`config.mk`:
```
export PLATFORM = sky130hd
export DESIGN_NAME = scanline_proc
export DESIGN_NICKNAME = d
export VERILOG_FILES = /design/src/rtl/scanline_pkg.sv /design/src/rtl/scanline_proc_blend.sv /design/src/rtl/scanline_proc.sv
export SDC_FILE = /design/constraint.sdc
export NUM_CORES = 1
export LEC_CHECK = 0
export ABC_AREA = 1
export BUFFER_PORTS_ARGS = -buffer_cell sky130_fd_sc_hd__buf_2
export CAP_MARGIN = 30
export CORE_ASPECT_RATIO = 0.9
export CORE_MARGIN = 5
export CORE_UTILIZATION = 29
export CTS_CLUSTER_DIAMETER = 80
export DETAILED_ROUTE_END_ITERATION = 10
export GPL_ROUTABILITY_DRIVEN = 0
export PLACE_DENSITY = 0.51
export SETUP_SLACK_MARGIN = 0.1
export SYNTH_ARGS = -nofsm -noshare
export SYNTH_HDL_FRONTEND = slang
export SYNTH_SLANG_ARGS = --single-unit
export TNS_END_PERCENT = 10
```
`constraint.sdc`:
```
create_clock -name PCLK_i -period 14.9 [get_ports PCLK_i]
set_input_delay 1.49 -clock PCLK_i [delete_from_list [all_inputs] [get_ports PCLK_i]]
set_output_delay 1.49 -clock PCLK_i [all_outputs]
set_load 0.05 [all_outputs]
```
`src/rtl/scanline_pkg.sv`:
```
// Shared field layout of the sl_config / sl_config2 words and the shadowed
// scanline configuration type.
package scanline_pkg;

    localparam int SL_STR_LSB   = 0;
    localparam int SL_STR_W     = 8;
    localparam int SL_HMASK_LSB = 8;
    localparam int SL_HMASK_W   = 8;
    localparam int SL_VPER_LSB  = 16;
    localparam int SL_VPER_W    = 3;
    localparam int SL_HEN_BIT   = 19;
    localparam int SL_VEN_BIT   = 20;
    localparam int SL_VMASK_LSB = 0;
    localparam int SL_VMASK_W   = 8;
    localparam int SL_HPER_LSB  = 8;
    localparam int SL_HPER_W    = 3;

    typedef struct packed {
        logic [SL_STR_W-1:0]   str;
        logic [SL_HMASK_W-1:0] hmask;
        logic [SL_VPER_W-1:0]  vper_m1;
        logic                  h_en;
        logic                  v_en;
        logic [SL_VMASK_W-1:0] vmask;
        logic [SL_HPER_W-1:0]  hper_m1;
    } sl_cfg_t;

    function automatic sl_cfg_t unpack_cfg(input logic [31:0] cfg1, input logic [31:0] cfg2);
        sl_cfg_t c;
        c.str     = cfg1[SL_STR_LSB +: SL_STR_W];
        c.hmask   = cfg1[SL_HMASK_LSB +: SL_HMASK_W];
        c.vper_m1 = cfg1[SL_VPER_LSB +: SL_VPER_W];
        c.h_en    = cfg1[SL_HEN_BIT];
        c.v_en    = cfg1[SL_VEN_BIT];
        c.vmask   = cfg2[SL_VMASK_LSB +: SL_VMASK_W];
        c.hper_m1 = cfg2[SL_HPER_LSB +: SL_HPER_W];
        return c;
    endfunction

endpackage

```
`src/rtl/scanline_proc_blend.sv`:
```
// One colour channel's blend: registered multiply by the darkening factor,
// then a registered truncation back to the pixel width.
module sl_blend #(
    parameter int W = 8
) (
    input  logic         clk,
    input  logic         rst_n,
    input  logic [W-1:0] pix,
    input  logic         on,
    input  logic [W-1:0] str,
    output logic [W-1:0] res
);

    localparam logic [W:0] UNITY = {1'b1, {W{1'b0}}};

    logic [W:0]   factor;
    logic [2*W:0] prod_full;
    logic [2*W:0] prod;
    logic         unused_bits;

    assign factor      = on ? (UNITY - {1'b0, str}) : UNITY;
    assign prod_full   = {{(W+1){1'b0}}, pix} * {{W{1'b0}}, factor};
    // The product never exceeds 2*W bits, and the low byte is dropped by design.
    assign unused_bits = ^{prod[2*W], prod[W-1:0]};

    always_ff @(posedge clk or negedge rst_n) begin
        if (!rst_n) begin
            prod <= '0;
            res  <= '0;
        end else begin
            prod <= prod_full;
            res  <= prod[2*W-1:W];
        end
    end

endmodule

```
`src/rtl/scanline_proc.sv`:
```
// CRT scanline / aperture-mask post-processor with frame-shadowed config and
// a fixed three-cycle pipeline for pixels and syncs alike.
module scanline_proc
    import scanline_pkg::*;
#(
    parameter int PIX_W = 8
) (
    input  logic             PCLK_i,
    input  logic             reset_n,
    input  logic [PIX_W-1:0] R_i,
    input  logic [PIX_W-1:0] G_i,
    input  logic [PIX_W-1:0] B_i,
    input  logic             HSYNC_i,
    input  logic             VSYNC_i,
    input  logic             DE_i,
    input  logic [31:0]      sl_config,
    input  logic [31:0]      sl_config2,
    output logic [PIX_W-1:0] R_o,
    output logic [PIX_W-1:0] G_o,
    output logic [PIX_W-1:0] B_o,
    output logic             HSYNC_o,
    output logic             VSYNC_o,
    output logic             DE_o
);

    sl_cfg_t          shadow;
    logic             vsync_prev;
    logic             de_prev;
    logic             first_line;
    logic [2:0]       y_idx;
    logic [2:0]       x_idx;
    logic [2:0]       y_eff;
    logic [2:0]       x_eff;
    logic             vsync_fall;
    logic             de_rise;
    logic             sl_on;
    logic [PIX_W-1:0] str_s1;
    logic [PIX_W-1:0] r_s1;
    logic [PIX_W-1:0] g_s1;
    logic [PIX_W-1:0] b_s1;
    logic [2:0]       hs_pipe;
    logic [2:0]       vs_pipe;
    logic [2:0]       de_pipe;
    logic             unused_cfg;

    assign vsync_fall = vsync_prev & ~VSYNC_i;
    assign de_rise    = DE_i & ~de_prev;
    assign unused_cfg = ^{sl_config[31:21], sl_config2[31:11]};

    // Indices that apply to the current pixel, including the DE edge pixel.
    always_comb begin
        y_eff = y_idx;
        x_eff = x_idx;
        if (de_rise) begin
            x_eff = '0;
            if (first_line || vsync_fall || (y_idx >= shadow.vper_m1))
                y_eff = '0;
            else
                y_eff = y_idx + 3'd1;
        end else if (DE_i) begin
            x_eff = (x_idx >= shadow.hper_m1) ? 3'd0 : x_idx + 3'd1;
        end
    end

    always_ff @(posedge PCLK_i or negedge reset_n) begin
        if (!reset_n) begin
            shadow     <= '0;
            vsync_prev <= 1'b0;
            de_prev    <= 1'b0;
            first_line <= 1'b0;
            y_idx      <= '0;
            x_idx      <= '0;
        end else begin
            vsync_prev <= VSYNC_i;
            de_prev    <= DE_i;
            y_idx      <= y_eff;
            x_idx      <= x_eff;
            if (vsync_fall)
                shadow <= unpack_cfg(sl_config, sl_config2);
            // A line starting on the frame-start cycle consumes the flag at once.
            if (de_rise)
                first_line <= 1'b0;
            else if (vsync_fall)
                first_line <= 1'b1;
        end
    end

    // Stage 1: darken decision with its strength, pixels, and sync delay line.
    always_ff @(posedge PCLK_i or negedge reset_n) begin
        if (!reset_n) begin
            sl_on   <= 1'b0;
            str_s1  <= '0;
            r_s1    <= '0;
            g_s1    <= '0;
            b_s1    <= '0;
            hs_pipe <= 3'b111;
            vs_pipe <= 3'b111;
            de_pipe <= 3'b000;
        end else begin
            sl_on   <= DE_i & ((shadow.h_en & shadow.hmask[y_eff]) |
                               (shadow.v_en & shadow.vmask[x_eff]));
            str_s1  <= shadow.str;
            r_s1    <= R_i;
            g_s1    <= G_i;
            b_s1    <= B_i;
            hs_pipe <= {hs_pipe[1:0], HSYNC_i};
            vs_pipe <= {vs_pipe[1:0], VSYNC_i};
            de_pipe <= {de_pipe[1:0], DE_i};
        end
    end

    sl_blend #(.W(PIX_W)) u_blend_r (
        .clk(PCLK_i), .rst_n(reset_n), .pix(r_s1), .on(sl_on), .str(str_s1), .res(R_o)
    );
    sl_blend #(.W(PIX_W)) u_blend_g (
        .clk(PCLK_i), .rst_n(reset_n), .pix(g_s1), .on(sl_on), .str(str_s1), .res(G_o)
    );
    sl_blend #(.W(PIX_W)) u_blend_b (
        .clk(PCLK_i), .rst_n(reset_n), .pix(b_s1), .on(sl_on), .str(str_s1), .res(B_o)
    );

    assign HSYNC_o = hs_pipe[2];
    assign VSYNC_o = vs_pipe[2];
    assign DE_o    = de_pipe[2];

endmodule

```
# --- Word-level counts from Yosys, hierarchy flattened ---
# Cells that the tools add are included.
classes:
  div_mod_pow: 0
  n_addsub: 3
  n_reduce_logical: 3
  n_shift: 0
  bitwise_logic: 8
  n_lt_le_gt_ge: 4
  mux: 12
  multipliers: 3
  eq_ne: 0
op_table:
  columns: ["op", "n"]
  rows:
  - ["8-bit by 9-bit multiplier with 16-bit output", 3]
  - ["3-bit two-way mux", 5]
  - ["9-bit two-way mux", 1]
  - ["9-bit by 8-bit subtractor with 9-bit output, first input constant", 1]
  - ["3-bit by 4-bit less-than comparator with 1-bit output, second input constant", 2]
  - ["3-bit by 1-bit adder with 3-bit output, second input constant", 2]
  - ["1-bit binary-select mux with 3-bit select", 2]
  - ["3-bit >= comparator", 2]
  - ["1-bit bitwise AND", 5]
  - ["1-bit two-way mux", 4]
  - ["1-bit logical OR", 2]
  - ["1-bit NOT", 2]
  - ["2-bit nonzero test", 1]
  - ["1-bit bitwise OR", 1]
totals:
  out_inout_bits: 27
  input_bits: 93
  word_cells: 59
  romBits: 0
  ram_bits: 0
  latchBits: 0
  mem_count: 0
  ff_bits: 155

# --- Depth between registers and ports, before layout ---
# Gate-level depths: netlist of the first run.
depth:
  word_depth: 11
  mapped_depth: 27
  mapped_depth_nobuf: 27

# --- Cells and area by module ---
# From an unflattened synthesis of the first run, not the netlist that was laid out.
unflattened:
  hier_cells: 1376
  hier_area_um2: 11462.2
by_module_without_submodules:
  columns: ["mod", "area_each_um2", "n_inst", "seq_area_each_um2", "cells_per_inst"]
  rows:
  - ["sl_blend (u_blend_b ...)", 2821.5, 2, 400.4, 380]
  - ["scanline_proc", 2981.6, 1, 2059.5, 236]
  - ["sl_blend (u_blend_r)", 2837.7, 1, 400.4, 380]

# --- Worst setup path after synthesis of the first run ---
# Ideal clock, no wire load.
synth_path:
  path_kind: "register to register"
  from: "register str_s1[0]"
  to: "register u_blend_r.prod[13]"
  period_less_slack_ns: 4.879
  stages_incl_launch_ff: 25
  path_buffers: 2
  required_ns: 14.775
  setup_slack_ns: 10.021
  setup_ns: 0.125
  arrival_time_ns: 4.754
  path_cell_list: "dfrtp_1 -> inv_1 -> ha_1 -> inv_1 -> nor2_2 -> nand2_1 -> nor2_1 -> inv_1 -> o21ai_0 -> nand3_1 -> buf_2 -> nor2_1 -> fa_1 -> fa_1 -> fa_1 -> inv_1 -> fa_1 -> inv_1 -> ha_1 -> clkbuf_1 -> a21oi_1 -> o21ai_0 -> a221oi_1 -> nand2_1 -> xor2_1"
synth_between:
  elab_chain_len: 3
synth_rtl:
  columns: ["item", "line_no", "text"]
  rows:
  - ["from (decl)", "scanline_proc.sv:37", "logic [PIX_W-1:0] str_s1;"]
  - ["from (signal assigned)", "scanline_proc.sv:102", "str_s1 <= shadow.str;"]
  - ["9-bit by 8-bit subtractor with 9-bit output", "scanline_proc_blend.sv:21", "assign factor = on ? (UNITY - {1'b0, str}) : UNITY;"]
  - ["9-bit two-way mux", "scanline_proc_blend.sv:21", null]
  - ["8-bit by 9-bit multiplier with 16-bit output", "scanline_proc_blend.sv:22", "assign prod_full = {{(W+1){1'b0}}, pix} * {{W{1'b0}}, factor};"]
  - ["named net u_blend_r.prod_full[13]", "scanline_proc_blend.sv:17", "logic [2*W:0] prod_full;"]
  - ["to (signal assigned)", "scanline_proc_blend.sv:31", "prod <= prod_full;"]
  - ["to (decl)", "scanline_proc_blend.sv:18", "logic [2*W:0] prod;"]
# The timed path passes the listed nets, and every way through them passes these cells.
# A chain may end at the register's enable or synchronous reset.

# --- Worst setup path in the final report of the first run ---
layout_path:
  from: "register str_s1[0]"
  to: "register u_blend_g.prod[10]"
layout_between:
  elab_chain_len: 3
layout_rtl:
  columns: ["item", "line_no"]
  rows:
  - ["9-bit by 8-bit subtractor with 9-bit output", "scanline_proc_blend.sv:21"]
  - ["9-bit two-way mux", "scanline_proc_blend.sv:21"]
  - ["8-bit by 9-bit multiplier with 16-bit output", "scanline_proc_blend.sv:22"]
  - ["named net u_blend_g.prod_full[10]", "scanline_proc_blend.sv:17"]
  - ["to (signal assigned)", "scanline_proc_blend.sv:31"]
  - ["to (decl)", "scanline_proc_blend.sv:18"]
# The timed path passes the listed nets, and every way through them passes these cells.

==> results of run 1 <==
cell type report:
type | count | share of cell area
Inverter | 258 | 0.07754
Multi-Input combinational cell | 840 | 0.5276
Timing Repair Buffer | 90 | 0.03777
Tap cell | 483 | 0.04839
Sequential cell | 130 | 0.2611
Clock inverter | 13 | 0.01132
Clock buffer | 19 | 0.03627
cells by family after synthesis:
logic type,after synthesis,share of synthesized area
XOR/XNOR,28,0.02253
buffers and inverters,275,0.09585
adder cells (fa/ha/maj),225,0.3413
flip-flops,130,0.2995
AO/OA/AOI/OAI,93,0.05022
AND/OR/NAND/NOR,494,0.1906
worst max-delay path, stage by stage (launching register included):
cell and delay [ns]:
dfrtp_1 0.43, inv_1 0.08, ha_1 0.16, inv_1 0.06, nor2_2 0.15, nand2_1 0.09
nand2_1 0.07, nand3_1 0.70, inv_1 0.68, nand2_1 0.15, fa_1 0.54, fa_1 0.56
inv_1 0.05, fa_1 0.47, inv_1 0.05, fa_1 0.48, inv_1 0.04, ha_1 0.32
a21oi_1 0.23, o21ai_0 0.17, a21o_1 0.20, a21oi_1 0.16, xor2_1 0.23
per-stage QoR:
| stage | worst slack (ns) | power [W] | util | instance area (um^2) |
|---|---|---|---|---|
| 2_1_floorplan | 10.02 | 0.001141 | - | 10890 |
| 4_1_cts | 8.784 | 0.001827 | 0.3363 | 12490 |
| 6_report | 8.706 | 0.001788 | 0.3363 | 12490 |
| 3_3_place_gp | 8.833 | 0.001372 | 0.3199 | 11880 |
| 5_1_grt | 8.367 | 0.001975 | 0.3363 | 12490 |
| 3_5_place_dp | 8.823 | 0.001378 | 0.3203 | 11900 |
placed cells by master, fill, tap and decap left out, drive strengths merged, types with 8 or more instances in the layout:
master and n:
nand4 10, buf 90, ha 105, dfrtp 124
a211oi 8, a21o 8, a21oi 29, clkbuf 19
nand3 47, nand3b 8, fa 120, o21ai 41
nand2 234, xor2 21, nor2 180, nor3 13
inv 264
power breakdown:
part | leakage (nW) | switching, W | internal (W)
Combinational | 4.98 | 0.000598 | 0.000284
Sequential | 1.56 | 0.0000343 | 0.000443
Clock | 0.291 | 0.000185 | 0.000245
path summary, 6_finish.rpt:
| check | start | endpoint | slack [ns] |
|---|---|---|---|
| max in group asynchronous | reset_n | u_blend_r.prod[9] | 12.67 |
| worst min register to register | de_pipe[1] | de_pipe[2] | 0.35 |
| worst max-delay path | str_s1[0] | u_blend_g.prod[10] | 8.71 |
| min in group asynchronous | reset_n | shadow[19] | 1.10 |
| worst min-delay path | de_pipe[1] | de_pipe[2] | 0.35 |
| worst max register to register | str_s1[0] | u_blend_g.prod[10] | 8.71 |
layer usage:
metal,GRT usage,up-vias,routed length [um],part of all wire
li1,-,3972,-,-
met1,0.1920,3999,12790,0.49
met2,0.2000,206,11330,0.44
met3,0.02748,25,1441,0.055
met4,0.03865,0,447,0.017
met5,0,-,0,0
flip-flops by register name (all words and copies together) (netlist names), 3 cells and up:
signal,cells
x_idx,3
g_s1,8
b_s1,8
u_blend_r.prod,8
hs_pipe,3
y_idx,3
str_s1,8
u_blend_g.res,8
vs_pipe,3
u_blend_r.res,8
u_blend_g.prod,8
u_blend_b.prod,8
r_s1,8
shadow,32
de_pipe,3
u_blend_b.res,8
==> results.yml, run 1 <==
power:
  vdd_ir_drop_max_mv: 0.06711
  pwr_density_cell_mw_per_mm2: 143.2
  p_leak_nw: 6.827
setup_path:
  reg2reg_depth: 22
  end_kind: "flop"
  cp_max_fo: 17
  crit_type: "flop to flop"
  critPathRequiredTime_ns: 15.23
  critPathLaunchType: "flop"
  crit_arrival_ns: 6.53
synth:
  ys_top_cells_by_count: "inv_1 (248), nand2_1 (232), nor2_1 (179)"
  synth_edf_count: 0
  synth_top_area_share: 0.2850
  synth_area_leader_cell: "dfrtp_1"
  synth_cells: 1245
  syn-num-nets: 1563
  synthArstFlopShare: 1.000
  synth_area_leaders: "dfrtp_1 (29%), fa_1 (22%), ha_1 (12%), inv_1 (8.6%), nand2_1 (8.0%)"
  ys_seq_area_frac: 0.2995
  avgSynthCellArea_um2: 8.744
  synth.ff_latch_count: 130
  yosysWarningCount: 0
  ys.flop_type: "dfrtp_1"
  yosysMostFrequentCell: "inv_1"
  yosys.cell_types.count: 37
  synth.cell_area_mm2: 0.01089
timing:
  hold_ws_ns: 0.3476
  tns_ns: 0
  max-slew-margin-rel: 0.3295
  rsz0062_at_grt: "false"
  setup_viol: 0
  slew_violations: 0
  max_freq_ghz: 0.1614
  final_hold_viol_count: 0
  max_slew.worst_pin.slew_ns: 1.003
  finalCriticalPeriod_ns: 6.194
  clock_skew_ns: 0.01954
  finalCritPeriodShare: 0.4157
clocking:
  cts_resized: 0
  cts-root-buf: "clkbuf_16"
  clockBufferDepth: 2
  clk_pin_slew_ns: 0.06
  htreeDepth: 4
  cts_sinks: 130
  cts_tree: "built"
  cts_buffers: 17
  cts_hold_buf: 0
  clk_latency_ns: 0.45
  post-cts-setup-buffers: 0
final_layout:
  fin_nets: 1655
  fin_cells: 1833
  seq_area_mm2: 0.003261
  area_growth_pct: 14.72
  fill_cells: 3896
  diodes: 0
  drive_gt1_frac: 0.1156
  multiInputGateArea_mm2: 0.006590
hold_path:
  hold_depth: 0
  hp-class: "flop to flop"
detailed_routing:
  avgRoutedWirePerCell_um: 14.19
  vias_per_cell: 4.475
  post-route-drc-count: 0
  via_count: 8202
  dr.pass1.iters: 5
  drtAntennaViolNets: 0
  drt_iter0_drc: 522
  wirelength_um: 26010
die:
  initial_utilization: 0.2932
  die_h_um: 193.8
  core_mm2: 0.03714
  rows: 67
  dieArea_mm2: 0.04152
  io_pins: 120
  die_width_um: 214.2
placement:
  numPortBuffers: 87
  place_hpwl_um: 19900
  dp_cells: 1801
global_route:
  grt_max_degree: 82
  grt_use_total: 0.1323
  grt_pass1_wl_um: 44530
  antenna_found_initial: 0
  grt-ovfl-total: 0
  grt_pass1_vias: 8711
flow_run:
  cap_violations: 0
run_status:
  status: "finished clean"
(Power assumes the default switching activity.)
==> run 2, diff against run 1 <==
==> constraint.sdc (replaced) <==
create_clock -name PCLK_i -period 6.29 [get_ports PCLK_i]
set_input_delay 0.629 -clock PCLK_i [delete_from_list [all_inputs] [get_ports PCLK_i]]
set_output_delay 0.629 -clock PCLK_i [all_outputs]
set_load 0.05 [all_outputs]
==> run 2 against run 1 <==
  * Count of clock-buffer cells in the layout stayed put
  * Hold slack lost 0.16 ns
  * Maximum frequency increased by 7.1%
==> results.yml, run 2 (synthesized netlist as in run 1, its figures left out) <==
clocking:
  clockBufferDepth: 2
  clk_pin_slew_ns: 0.06
  cts_buffers: 17
  cts_sinks: 130
  cts_tree: "built"
  clk_latency_ns: 0.45
  htreeDepth: 4
  cts_hold_buf: 0
  cts-root-buf: "clkbuf_16"
  cts_resized: 0
  post-cts-setup-buffers: 0
die:
  dieArea_mm2: 0.04152
  io_pins: 120
  core_mm2: 0.03714
  initial_utilization: 0.2932
  die_h_um: 193.8
  rows: 67
  die_width_um: 214.2
final_layout:
  largest_reg_flops: 32
  fin_cells: 1837
  fin_nets: 1659
  area_growth_pct: 14.78
  postLayoutCoreUtil: 0.3365
  final_common_cell: "inv_1"
  regMostFlops: "shadow"
  diodes: 0
  drive_gt1_frac: 0.1182
  layout_common_cells: "inv_1 (248), nand2_1 (232), nor2_1 (178)"
detailed_routing:
  drt_iter0_drc: 521
  post-route-drc-count: 0
  wirelength_um: 25810
  via_count: 8266
  dr.pass1.iters: 5
  vias_per_cell: 4.500
  drtAntennaViolNets: 0
  avgRoutedWirePerCell_um: 14.05
setup_path:
  end_kind: "flop"
  crit_arrival_ns: 6.14
  critPathLaunchType: "flop"
  cpMostUsedCell: "inv_1"
  reg2reg_depth: 22
  worstPathCellList: "inv_1 > ha_1 > inv_1 > nor2_2 > nand2_1 > nand2_1 > nand3_1 > inv_1 > nand2_1 > fa_1 > fa_1 > inv_1 > fa_1 > inv_1 > fa_1 > inv_1 > ha_1 > a21oi_1 > o21ai_0 > a21o_1 > a21oi_1 > xor2_1"
  cp_max_fo: 11
  startpoint: "str_s1[0]"
  r2r-start: "str_s1[0]"
  cp_slowest_cell: "inv_1"
  critPathTopFamily: "adder cells"
  slowest_delay_ns: 0.57
  crit_type: "flop to flop"
  worst-path-buf-inv: 6
  critPathRequiredTime_ns: 6.65
  crit_cells: 22
placement:
  dp_cells: 1805
  numPortBuffers: 87
  place_hpwl_um: 19980
global_route:
  grt_pass1_vias: 8729
  grt-ovfl-total: 0
  grt_pass1_wl_um: 44270
  antenna_found_initial: 0
  grt_use_total: 0.1315
  grt_max_degree: 67
timing:
  finalCriticalPeriod_ns: 5.784
  clock_skew_ns: 0.02039
  rsz0062_at_grt: "false"
  max_freq_ghz: 0.1729
  tns_ns: 0
  finalCritPeriodShare: 0.9195
  final_hold_viol_count: 0
  setup_viol: 0
  slew_violations: 0
  max_slew.worst_pin.slew_ns: 0.9274
  max-slew-margin-rel: 0.3803
flow_run:
  cap_violations: 0
power:
  vdd_ir_drop_max_mv: 0.1520
  p_leak_nw: 6.832
  pwr_density_cell_mw_per_mm2: 337.6
hold_path:
  hp-class: "primary input to async pin"
run_status:
  status: "finished clean"
run 2: cell count changes in the layout (fill, tap and decap cells not counted), sizes merged:
cell	before	now
buf	90	94
inv	264	262
clkinv	5	6
clkinvlp	1	2
run 2: through the flow:
step	instance area, um^2	total power (W)	hold slack (ns)	worst slack, ns
floorplan	10890	0.002703	0.3312	1.411
finish	12500	0.004218	0.1827	0.5061
global route	12500	0.004631	0.2276	0.1829
global placement	11920	0.003258	0.3341	0.6343
CTS	12500	0.004305	0.1861	0.5891
detailed placement	11920	0.003265	0.3347	0.6068
run 2: worst paths after layout:
path / endpoint / slack, ns
max: u_blend_g.prod[10] / 0.51
min reg2reg: u_blend_g.res[6] / 0.33
max in group asynchronous: u_blend_r.prod[10] / 4.82
min: shadow[22] / 0.18
min in group PCLK_i: hs_pipe[0] / 0.29
max reg2reg: u_blend_g.prod[10] / 0.51
run 2: layout make-up:
| cell class | count | area, um^2 |
|---|---|---|
| Clock buffer | 19 | 452.9 |
| Inverter | 258 | 968.4 |
| Timing Repair Buffer | 94 | 494.2 |
| Sequential cell | 130 | 3261 |
| Tap cell | 483 | 604.3 |
| Multi-Input combinational cell | 840 | 6590 |
| Clock inverter | 13 | 125.1 |
| Fill cell | 3876 | 24640 |
run 2: metal layers:
metal  global-route usage  share of wire  vias up
met2               0.2012           0.44      221
li1                     -              -     3986
met4              0.04103          0.017        0
met5                    0              0        -
met3              0.02857          0.055       18
met1               0.1868           0.49     4041
run 2: report_power, final:
group | switching [W] | internal [W] | leakage (nW)
Combinational | 0.00142 | 0.000678 | 4.99
Clock | 0.000417 | 0.000570 | 0.281
Sequential | 0.0000796 | 0.00105 | 1.56
Total | 0.00192 | 0.00230 | 6.83
run 2: worst register-to-register path: stages (launching register included):
cell,delay [ns]
dfrtp_1,0.42
inv_1,0.08
ha_1,0.16
inv_1,0.05
nor2_2,0.15
nand2_1,0.09
nand2_1,0.06
nand3_1,0.51
inv_1,0.58
nand2_1,0.14
fa_1,0.54
fa_1,0.56
inv_1,0.05
fa_1,0.47
inv_1,0.05
fa_1,0.49
inv_1,0.04
ha_1,0.31
a21oi_1,0.24
o21ai_0,0.17
a21o_1,0.20
a21oi_1,0.17
xor2_1,0.17
